## src/rtl/apb_pkg.sv

```systemverilog
// rtl/apb_pkg.sv - shared APB completer types and constants
package apb_pkg;

    localparam int APB_AW     = 32;
    localparam int APB_DW     = 32;
    localparam int APB_BOFF_W = 2;

    typedef enum logic [1:0] {
        ST_IDLE = 2'd0,
        ST_WAIT = 2'd1,
        ST_DONE = 2'd2
    } apb_state_e;

endpackage

```

## src/rtl/apb_regfile_slave_if.sv

```systemverilog
// rtl/apb_regfile_slave_if.sv - APB4 bus bundle with requester/completer modports
interface apb_regfile_slave_if
    import apb_pkg::*;
#(
    parameter int AW     = APB_AW,
    parameter int DW     = APB_DW,
    parameter int PROT_W = 3
);
    logic              psel;
    logic              penable;
    logic              pwrite;
    logic [PROT_W-1:0] pprot;
    logic [AW-1:0]     paddr;
    logic [DW-1:0]     pwdata;
    logic [DW/8-1:0]   pstrb;
    logic              pready;
    logic              pslverr;
    logic [DW-1:0]     prdata;

    modport master (
        output psel, penable, pwrite, pprot, paddr, pwdata, pstrb,
        input  pready, pslverr, prdata
    );

    modport slave (
        input  psel, penable, pwrite, pprot, paddr, pwdata, pstrb,
        output pready, pslverr, prdata
    );

endinterface

```

## src/rtl/apb_wait_gen.sv

```systemverilog
// rtl/apb_wait_gen.sv - loadable down-counter producing the pready-set strobe
module apb_wait_gen #(
    parameter int CW = 4
) (
    input  logic          clk,
    input  logic          rst_n,
    input  logic          clr_i,
    input  logic          load_i,
    input  logic [CW-1:0] load_val_i,
    input  logic          en_i,
    output logic          fire_o
);
    logic [CW-1:0] cnt_q, cnt_d;

    always_comb begin
        cnt_d = cnt_q;
        if (clr_i) begin
            cnt_d = '0;
        end else if (load_i) begin
            cnt_d = load_val_i;
        end else if (en_i && cnt_q != '0) begin
            cnt_d = cnt_q - 1'b1;
        end
    end

    always_ff @(posedge clk or negedge rst_n) begin
        if (!rst_n) begin
            cnt_q <= '0;
        end else begin
            cnt_q <= cnt_d;
        end
    end

    // Fires in the last wait cycle so pready rises on the following edge.
    assign fire_o = en_i && (cnt_q == CW'(1));

endmodule

```

## src/rtl/apb_regfile_slave.sv

```systemverilog
// rtl/apb_regfile_slave.sv - APB4 register bank with wait states and PSLVERR; optional APB_REGFILE_PROT_EN
module apb_regfile_slave
    import apb_pkg::*;
#(
    parameter int          AW        = APB_AW,
    parameter int          DW        = APB_DW,
    parameter int          PROT_W    = 3,
    parameter int          NREG      = 8,
    parameter int          WAIT_CYC  = 0,
    parameter logic [31:0] ID_VALUE  = 32'hA5B0_0001,
    parameter logic [31:0] RST_VAL   = 32'h0,
    parameter int          PRIV_BASE = 4
) (
    input  logic                 pclk,
    input  logic                 preset_n,
    apb_regfile_slave_if.slave   apb,
    output logic [NREG*DW-1:0]   reg_q,
    output logic [NREG-1:0]      wr_pulse
);
    localparam int IW = $clog2(NREG);
    localparam int XW = AW - APB_BOFF_W;
    localparam int SW = DW / 8;

    apb_state_e      state_q, state_d;
    logic            pready_q, pready_d;
    logic            pslverr_q, pslverr_d;
    logic [DW-1:0]   prdata_q, prdata_d;
    logic [NREG-1:0] wr_pulse_q, wr_pulse_d;

    logic [IW-1:0]   idx_q;
    logic            err_q, wr_q;
    logic [DW-1:0]   wdata_q;
    logic [SW-1:0]   strb_q;
    logic [DW-1:0]   regs_q [1:NREG-1];

    logic            latch, load, cnt_en, cnt_clr, fire, commit;

    logic [XW-1:0]   xidx_c;
    logic [IW-1:0]   idx_c;
    logic            err_c, priv_hit_c;
    logic            unused_prot;

    assign xidx_c     = apb.paddr[AW-1:APB_BOFF_W];
    assign idx_c      = apb.paddr[APB_BOFF_W +: IW];
    assign priv_hit_c = ~apb.pprot[0] && (xidx_c >= XW'(PRIV_BASE));
    assign unused_prot = ^{apb.pprot, priv_hit_c};

    always_comb begin
        err_c = (apb.paddr[APB_BOFF_W-1:0] != '0)
             || (xidx_c >= XW'(NREG))
             || (apb.pwrite && xidx_c == '0);
`ifdef APB_REGFILE_PROT_EN
        err_c = err_c || priv_hit_c;
`endif
    end

    function automatic logic [DW-1:0] resp_data(input logic          err,
                                                 input logic          wr,
                                                 input logic [IW-1:0] idx,
                                                 input logic [NREG*DW-1:0] flat);
        logic [DW-1:0] r;
        r = '0;
        if (!err && !wr) begin
            for (int i = 0; i < NREG; i++) begin
                if (idx == IW'(i)) r = flat[i*DW +: DW];
            end
        end
        return r;
    endfunction

    apb_wait_gen #(.CW(4)) u_wait_gen (
        .clk        (pclk),
        .rst_n      (preset_n),
        .clr_i      (cnt_clr),
        .load_i     (load),
        .load_val_i (4'(WAIT_CYC)),
        .en_i       (cnt_en),
        .fire_o     (fire)
    );

    always_comb begin
        state_d    = state_q;
        pready_d   = pready_q;
        pslverr_d  = pslverr_q;
        prdata_d   = prdata_q;
        wr_pulse_d = '0;
        latch      = 1'b0;
        load       = 1'b0;
        cnt_en     = 1'b0;
        cnt_clr    = 1'b0;
        commit     = 1'b0;
        case (state_q)
            ST_IDLE: begin
                if (apb.psel && !apb.penable) begin
                    latch = 1'b1;
                    load  = 1'b1;
                    if (WAIT_CYC == 0) begin
                        // No wait states: respond from the live setup-phase decode.
                        pready_d  = 1'b1;
                        pslverr_d = err_c;
                        prdata_d  = resp_data(err_c, apb.pwrite, idx_c, reg_q);
                        state_d   = ST_DONE;
                    end else begin
                        state_d = ST_WAIT;
                    end
                end
            end
            ST_WAIT: begin
                cnt_en = 1'b1;
                if (!apb.psel) begin
                    cnt_clr  = 1'b1;
                    pready_d = 1'b0;
                    state_d  = ST_IDLE;
                end else if (fire) begin
                    pready_d  = 1'b1;
                    pslverr_d = err_q;
                    prdata_d  = resp_data(err_q, wr_q, idx_q, reg_q);
                    state_d   = ST_DONE;
                end
            end
            ST_DONE: begin
                pready_d  = 1'b0;
                pslverr_d = 1'b0;
                prdata_d  = '0;
                state_d   = ST_IDLE;
                if (apb.psel && apb.penable && wr_q && !err_q) begin
                    commit             = 1'b1;
                    wr_pulse_d[idx_q]  = 1'b1;
                end
            end
            default: begin
                state_d = ST_IDLE;
            end
        endcase
    end

    always_ff @(posedge pclk or negedge preset_n) begin
        if (!preset_n) begin
            state_q    <= ST_IDLE;
            pready_q   <= 1'b0;
            pslverr_q  <= 1'b0;
            prdata_q   <= '0;
            wr_pulse_q <= '0;
        end else begin
            state_q    <= state_d;
            pready_q   <= pready_d;
            pslverr_q  <= pslverr_d;
            prdata_q   <= prdata_d;
            wr_pulse_q <= wr_pulse_d;
        end
    end

    always_ff @(posedge pclk or negedge preset_n) begin
        if (!preset_n) begin
            idx_q   <= '0;
            err_q   <= 1'b0;
            wr_q    <= 1'b0;
            wdata_q <= '0;
            strb_q  <= '0;
        end else if (latch) begin
            idx_q   <= idx_c;
            err_q   <= err_c;
            wr_q    <= apb.pwrite;
            wdata_q <= apb.pwdata;
            strb_q  <= apb.pstrb;
        end
    end

    always_ff @(posedge pclk or negedge preset_n) begin
        if (!preset_n) begin
            for (int i = 1; i < NREG; i++) regs_q[i] <= RST_VAL;
        end else if (commit) begin
            for (int i = 1; i < NREG; i++) begin
                if (idx_q == IW'(i)) begin
                    for (int b = 0; b < SW; b++) begin
                        if (strb_q[b]) regs_q[i][b*8 +: 8] <= wdata_q[b*8 +: 8];
                    end
                end
            end
        end
    end

    for (genvar g = 0; g < NREG; g++) begin : g_flat
        if (g == 0) begin : g_id
            assign reg_q[DW-1:0] = ID_VALUE;
        end else begin : g_rw
            assign reg_q[g*DW +: DW] = regs_q[g];
        end
    end

    assign apb.pready  = pready_q;
    assign apb.pslverr = pslverr_q;
    assign apb.prdata  = prdata_q;
    assign wr_pulse    = wr_pulse_q;

endmodule

```

## src/flat_wrapper.sv

```systemverilog
// flat-port wrapper written by rule: the top's interface ports become plain ports
module apb_regfile_slave_flat import apb_pkg::*;
#(
    parameter int          AW        = APB_AW,
    parameter int          DW        = APB_DW,
    parameter int          PROT_W    = 3,
    parameter int          NREG      = 8,
    parameter int          WAIT_CYC  = 0,
    parameter logic [31:0] ID_VALUE  = 32'hA5B0_0001,
    parameter logic [31:0] RST_VAL   = 32'h0,
    parameter int          PRIV_BASE = 4
)
  (pclk, preset_n, reg_q, wr_pulse, apb_psel, apb_penable, apb_pwrite, apb_pprot, apb_paddr, apb_pwdata, apb_pstrb, apb_pready, apb_pslverr, apb_prdata);
  apb_regfile_slave_if #(.AW(AW), .DW(DW), .PROT_W(PROT_W)) apb_i ();
  input  logic pclk;
  input  logic preset_n;
  output logic [NREG*DW-1:0] reg_q;
  output logic [NREG-1:0] wr_pulse;
  input wire logic [$bits(apb_i.psel)-1:0] apb_psel;
  input wire logic [$bits(apb_i.penable)-1:0] apb_penable;
  input wire logic [$bits(apb_i.pwrite)-1:0] apb_pwrite;
  input wire logic [$bits(apb_i.pprot)-1:0] apb_pprot;
  input wire logic [$bits(apb_i.paddr)-1:0] apb_paddr;
  input wire logic [$bits(apb_i.pwdata)-1:0] apb_pwdata;
  input wire logic [$bits(apb_i.pstrb)-1:0] apb_pstrb;
  output wire logic [$bits(apb_i.pready)-1:0] apb_pready;
  output wire logic [$bits(apb_i.pslverr)-1:0] apb_pslverr;
  output wire logic [$bits(apb_i.prdata)-1:0] apb_prdata;
  assign apb_i.psel = apb_psel;
  assign apb_i.penable = apb_penable;
  assign apb_i.pwrite = apb_pwrite;
  assign apb_i.pprot = apb_pprot;
  assign apb_i.paddr = apb_paddr;
  assign apb_i.pwdata = apb_pwdata;
  assign apb_i.pstrb = apb_pstrb;
  assign apb_pready = apb_i.pready;
  assign apb_pslverr = apb_i.pslverr;
  assign apb_prdata = apb_i.prdata;
  apb_regfile_slave #(.AW(AW), .DW(DW), .PROT_W(PROT_W), .NREG(NREG), .WAIT_CYC(WAIT_CYC), .ID_VALUE(ID_VALUE), .RST_VAL(RST_VAL), .PRIV_BASE(PRIV_BASE)) u_core (.pclk(pclk), .preset_n(preset_n), .apb(apb_i), .reg_q(reg_q), .wr_pulse(wr_pulse));
endmodule
```

## config.mk

```make
export PLATFORM = sky130hd
export DESIGN_NAME = apb_regfile_slave_flat
export DESIGN_NICKNAME = d
export VERILOG_FILES = /design/src/rtl/apb_pkg.sv /design/src/rtl/apb_regfile_slave_if.sv /design/src/rtl/apb_wait_gen.sv /design/src/rtl/apb_regfile_slave.sv /design/src/flat_wrapper.sv
export SDC_FILE = /design/constraint.sdc
export NUM_CORES = 1
export LEC_CHECK = 0
export ABC_AREA = 0
export CAP_MARGIN = 40
export CORE_MARGIN = 4
export CORE_UTILIZATION = 50
export CTS_CLUSTER_DIAMETER = 150
export DETAILED_ROUTE_END_ITERATION = 12
export PLACE_DENSITY = 0.93
export SLEW_MARGIN = 20
export SYNTH_ARGS = -nofsm -noshare
export SYNTH_HDL_FRONTEND = slang
export SYNTH_HIERARCHICAL = 1
export SYNTH_SLANG_ARGS = --single-unit
```

## constraint.sdc

```tcl
create_clock -name pclk -period 2.6 [get_ports pclk]
set_input_delay 0.26 -clock pclk [delete_from_list [all_inputs] [get_ports pclk]]
set_output_delay 0.26 -clock pclk [all_outputs]
set_load 0.01 [all_outputs]
```

Yosys cells after proc, flatten, opt, wreduce, memory -nomap -nowiden
Cells that the tools add are included.

Bits in registers: 313. Bits in latches: 0. RAM bits: 0. Bits in read-only memories: 0. Input bits: 76. Output and inout bits: 298. Memories kept: 0.

Add/sub/neg operators: 1. Multiply operators: 0. Div/mod/pow operators: 0. $lt $le $gt $ge: 3. Equal/unequal tests: 21. Shifts and indexed selects: 0. Muxes and demuxes: 48. Bitwise operators: 0. Reductions and logical operators: 56.

Operators with widths (count): 32-bit 2-to-1 mux (21); 32-bit case mux with 3 select lines (1); 3-bit AND reduction (29); 30-bit by 4-bit >= comparator with 1-bit output (second input constant) (1); 30-bit logical NOT (1); 3-bit equality test (second input constant) (8); 8-bit 2-to-1 mux (2); 1-bit 2-to-1 mux (14); 3-bit by 2-bit equality test with 1-bit output (second input constant) (4); 4-bit 2-to-1 mux (3); 1-bit logical AND (10); 3-bit by 1-bit equality test with 1-bit output (second input constant) (2); 3-bit logical NOT (2); 2-bit 2-to-1 mux (3); 1-bit case mux with 3 select lines (2); 3-bit nonzero test (2); 1-bit logical NOT (5); 4-bit by 1-bit equality test with 1-bit output (second input constant) (1); 3-bit by 4-bit less-than comparator with 1-bit output (second input constant) (1); 2-bit by 1-bit != test with 1-bit output (second input constant) (2); 2-bit case mux with 2 select lines (1); 4-bit AND reduction (1); 4-bit nonzero test (1); 4-bit by 1-bit subtractor with 4-bit output (second input constant) (1); other kinds (10) (11).

Longest topological paths before layout
Depth after elaboration: 13. Mapped depth: 7. Gate-level depth less buffers: 5.

Least setup slack after synthesis
Ideal clock, no wire load.

Path type: reg-to-reg. Start: register u_core.err_q. End: register u_core.regs_q (netlist bit u_core/reg_q[128]). Setup time: 0.125 ns. Data arrival time: 1.673 ns. Path slack: 0.802 ns. Cell stages (with the launch flop): 6. Path buffers: 1. Period minus slack after synthesis: 1.798 ns. Path through: dfrtp_1 -> nand4b_1 -> buf_2 -> nor4b_2 -> nand2_2 -> mux2_2.

Cells in the longest elaborated chain, start to end: 5.

Ends and longest elaborated chain: start: declaration (RTL line apb_regfile_slave.sv:31) `logic err_q, wr_q;`; start signal: assignment (RTL line apb_regfile_slave.sv:162) `err_q <= err_c;`; 1-bit logical NOT (RTL line apb_regfile_slave.sv:126) `if (apb.psel && apb.penable && wr_q && !err_q) begin`; 1-bit logical AND (RTL line apb_regfile_slave.sv:126); 1-bit 2-to-1 mux (RTL line apb_regfile_slave.sv:126); 1-bit 2-to-1 mux (RTL line apb_regfile_slave.sv:92) `case (state_q)`; 3-bit AND reduction (no source line); end signal: indexed assignment (RTL line apb_regfile_slave.sv:176) `if (strb_q[b]) regs_q[i][b*8 +: 8] <= wdata_q[b*8 +: 8];`; end: declaration (RTL line apb_regfile_slave.sv:34) `logic [DW-1:0] regs_q [1:NREG-1];`.

No other way between the ends. A chain may end at the register's enable or synchronous reset.

Worst setup path after layout
Start: register u_core.err_q. End: register u_core.regs_q (netlist bit u_core/reg_q[34]).

Same word-level chain as after synthesis.

==> results.md <==
* GRT Residual Overflow at 0
* Final setup violating endpoints at 0
* Cell taking the most area after synthesis: dfrtp_1
* CP Data Arrival Time at 2340 ps
* Most common cell after layout, fill and taps aside: clkdlybuf4s50_1
* Worst-Skew Late Latency at about 520 ps
* Clk slew on worst S/H paths at 60 ps
* Worst setup SP type: register
* Per-cell routed wire length at ~25 um
* Register bit count reported by yosys at 307
* Syn_area_per_cell at around 13 um^2
* Pwr Total at 10.8 mW
* Number of global-route vias before repair at 10800
* Post-route ant nets at 0
* Synth Flop Type: dfrtp_1
* Peak supply drop at between 500 and 600 uV
* Max-Cap Viols at 0
* Period utilisation layout at 75.4%
* Largest net degree at the start of global routing at 91
* Initial antenna violation count at 3
* Fillcell total at 1741
* DIE WIDTH at 172 um
* Crit-path max cell delay at 380 ps
* Skew final at 23.8 ps
* Final Hold Viols at 0
* Clock Path Buffers at 3
* Starting Density at 51.2%
* Total clock buffers created by CTS at 34
* Post-layout nets at between 1000 and 1500
* Sequential element share of the synthesized area at approximately 57%
* Top post-synthesis cells by area: dfrtp_1, mux2_2, nand2_1, mux4_2, buf_4
* YS warnings at 6
* Total area of sequential cells at ~0.0077 mm^2
* Yosys cell types at 37
* Clock sinks at approximately 300
* Ratio of cells with drive above 1 in the final layout at ~28%
* Synthesized area at between 0.01 and 0.015 mm^2
* DRT iter0 DRCs at 987
* DRT Wirelength at 44100 um
* Die Ht at approximately 170 um
* Max-slew violation count at 0
* Worst EP required at roughly 3000 ps
* Status: finished, final reports clean
* Fmax at a little over 500 MHz
* Drt pass-1 iters at 7
* Die area at 0.0295 mm^2
* IO Pins at 374
* Yosys top cell area share at 57.3%
* Pwr per Cell Area at 588 mW/mm^2
* GRT Util Overall at 29.2%
* Via density at 5.87
* Syn Inst Count at 1027
* Port Buf Inserts at 338
* WP buf/inv at 2
* EDFF count, synth at 0
* CTS tree: yes
* # rows at 59
* RSZ-0062 raised after global routing: false
* Multi-input logic area at 0.00540 mm^2
* Cell family with most CP delay: simple AND/OR/NAND/NOR gates
* CTS root buf: clkbuf_16
* Worst slew pin tran at 683 ps
* GPL Wtd Cong at 0.849
* Total core area at between 0.02 and 0.03 mm^2
* Total number of vias at approximately 10000
* Cell Chain, Critical Path: nand4b_1 > buf_4 > nor4_2 > buf_4 > nand2_2 > mux2_2
* Dpl hpwl at 30200 um
* Rel. slew slack at a little over half
* Post-synth ARST share at between 90% and 100%
* Final min period at 1960 ps
* CP max FO at 8
* Slowest-stage cell, CP: dfrtp_1
* Post_cts resized at 0
* Setup tns final at 0 ps
* HP Class: in2reg
* CTS HTree Levels at 2
* Setup crit end kind: register
* P&R area growth vs syn at 37.6%
* Most frequent cells in the layout: clkdlybuf4s50_1, dfrtp_1, mux2_2
* First-pass GRT wire length at 65200 um
* Static leakage at 8.64 nW
* DRC violations left at 0
* CP most frequent cell: buf_4
* CP Class: reg2reg
-- per-layer routing --
metal	routed length [um]	track usage (%)	part of all wire, %
met1	16300	36.5	37
met2	22100	49.4	50
met3	4220	7.77	9.6
met4	1530	10.5	3.5
met5	8	0	0.018
-- worst register-to-register path: stages (launching register included) --
cell and delay [ps]:
dfrtp_1 380, nand4b_1 170, buf_4 190, nor4_2 320, buf_4 200, nand2_2 210
mux2_2 380
-- where the power goes --
| part | internal [mW] | switching [mW] |
|---|---|---|
| registers | 4.93 | 0.259 |
| clock network | 2.89 | 1.94 |
| logic | 0.373 | 0.458 |
-- flip-flops by register name, summed over array words and instances (netlist names) --
name / count
u_core/apb.prdata: 32
u_core/apb.pready: 1
u_core/apb.pslverr: 1
u_core/err_q: 1
u_core/idx_q: 3
u_core/reg_q: 224
u_core/strb_q: 4
u_core/wdata_q: 32
u_core/wr_pulse: 8
u_core/wr_q: 1
-- cells in the mapped netlist, drive strengths merged, types with 2 or more instances --
master    n
a21oi     7
a221o     2
a221oi    6
a22o     18
a22oi    16
a31oi     2
a32oi     2
buf      53
clkbuf   24
conb      2
dfrtp   307
inv      12
mux2    240
mux2i    24
mux4     22
nand2   188
nand2b    4
nand3     2
nand4     2
nor2     13
nor3      2
nor4     13
nor4b     2
o211ai    2
o21ai    33
o22ai    24
-- stage by stage --
step	instance area (um^2)	utilization [%]	cells	hold slack [ps]	worst slack (ps)
floorplan	13500	-	1057	-35.6	802
global placement	17300	66.1	1693	328	245
detailed placement	17300	66.1	1693	334	126
CTS	18400	70.4	1753	258	637
global route	18500	70.4	1755	265	502
finish	18500	70.4	1755	276	640
-- worst paths after layout --
kind / start / end / slack, ps / depth (start not counted)
max in group asynchronous: preset_n / u_core/reg_q[102] / 1420 / 3
worst min-delay path: apb_pwdata[10] / u_core/wdata_q[10] / 280 / 3
worst max register to register: u_core/err_q / u_core/reg_q[34] / 640 / 6
min in group asynchronous: preset_n / u_core/reg_q[173] / 360 / 2
worst max-delay path: u_core/err_q / u_core/reg_q[34] / 640 / 6
worst min register to register: u_core/apb.pslverr / u_core/apb.pslverr / 480 / 2
-- logic make-up after synthesis --
kind of cell / count (synthesis) / synth area share, %
simple gates: 230 / 7.90
flops: 307 / 57.3
other cells: 2 / 0.0560
buf+inv: 89 / 3.53
compound gates: 113 / 5.62
mux: 286 / 25.6
-- cell type report --
class                      instances  share of cell area, %
antenna                            2                 0.0271
clock buffer                      47                   5.20
clock inverter                    12                  0.868
inverter                          12                  0.244
multi-input combinational        661                   29.3
sequential                       307                   41.6
tap                              335                   2.27
timing repair buffer             379                   20.5
-- what timing repair did --
action,CTS,global route
hold buffers,1,0
hold endpoints to repair,85,0
setup buffers,0,0
(Power assumes the default switching activity.)
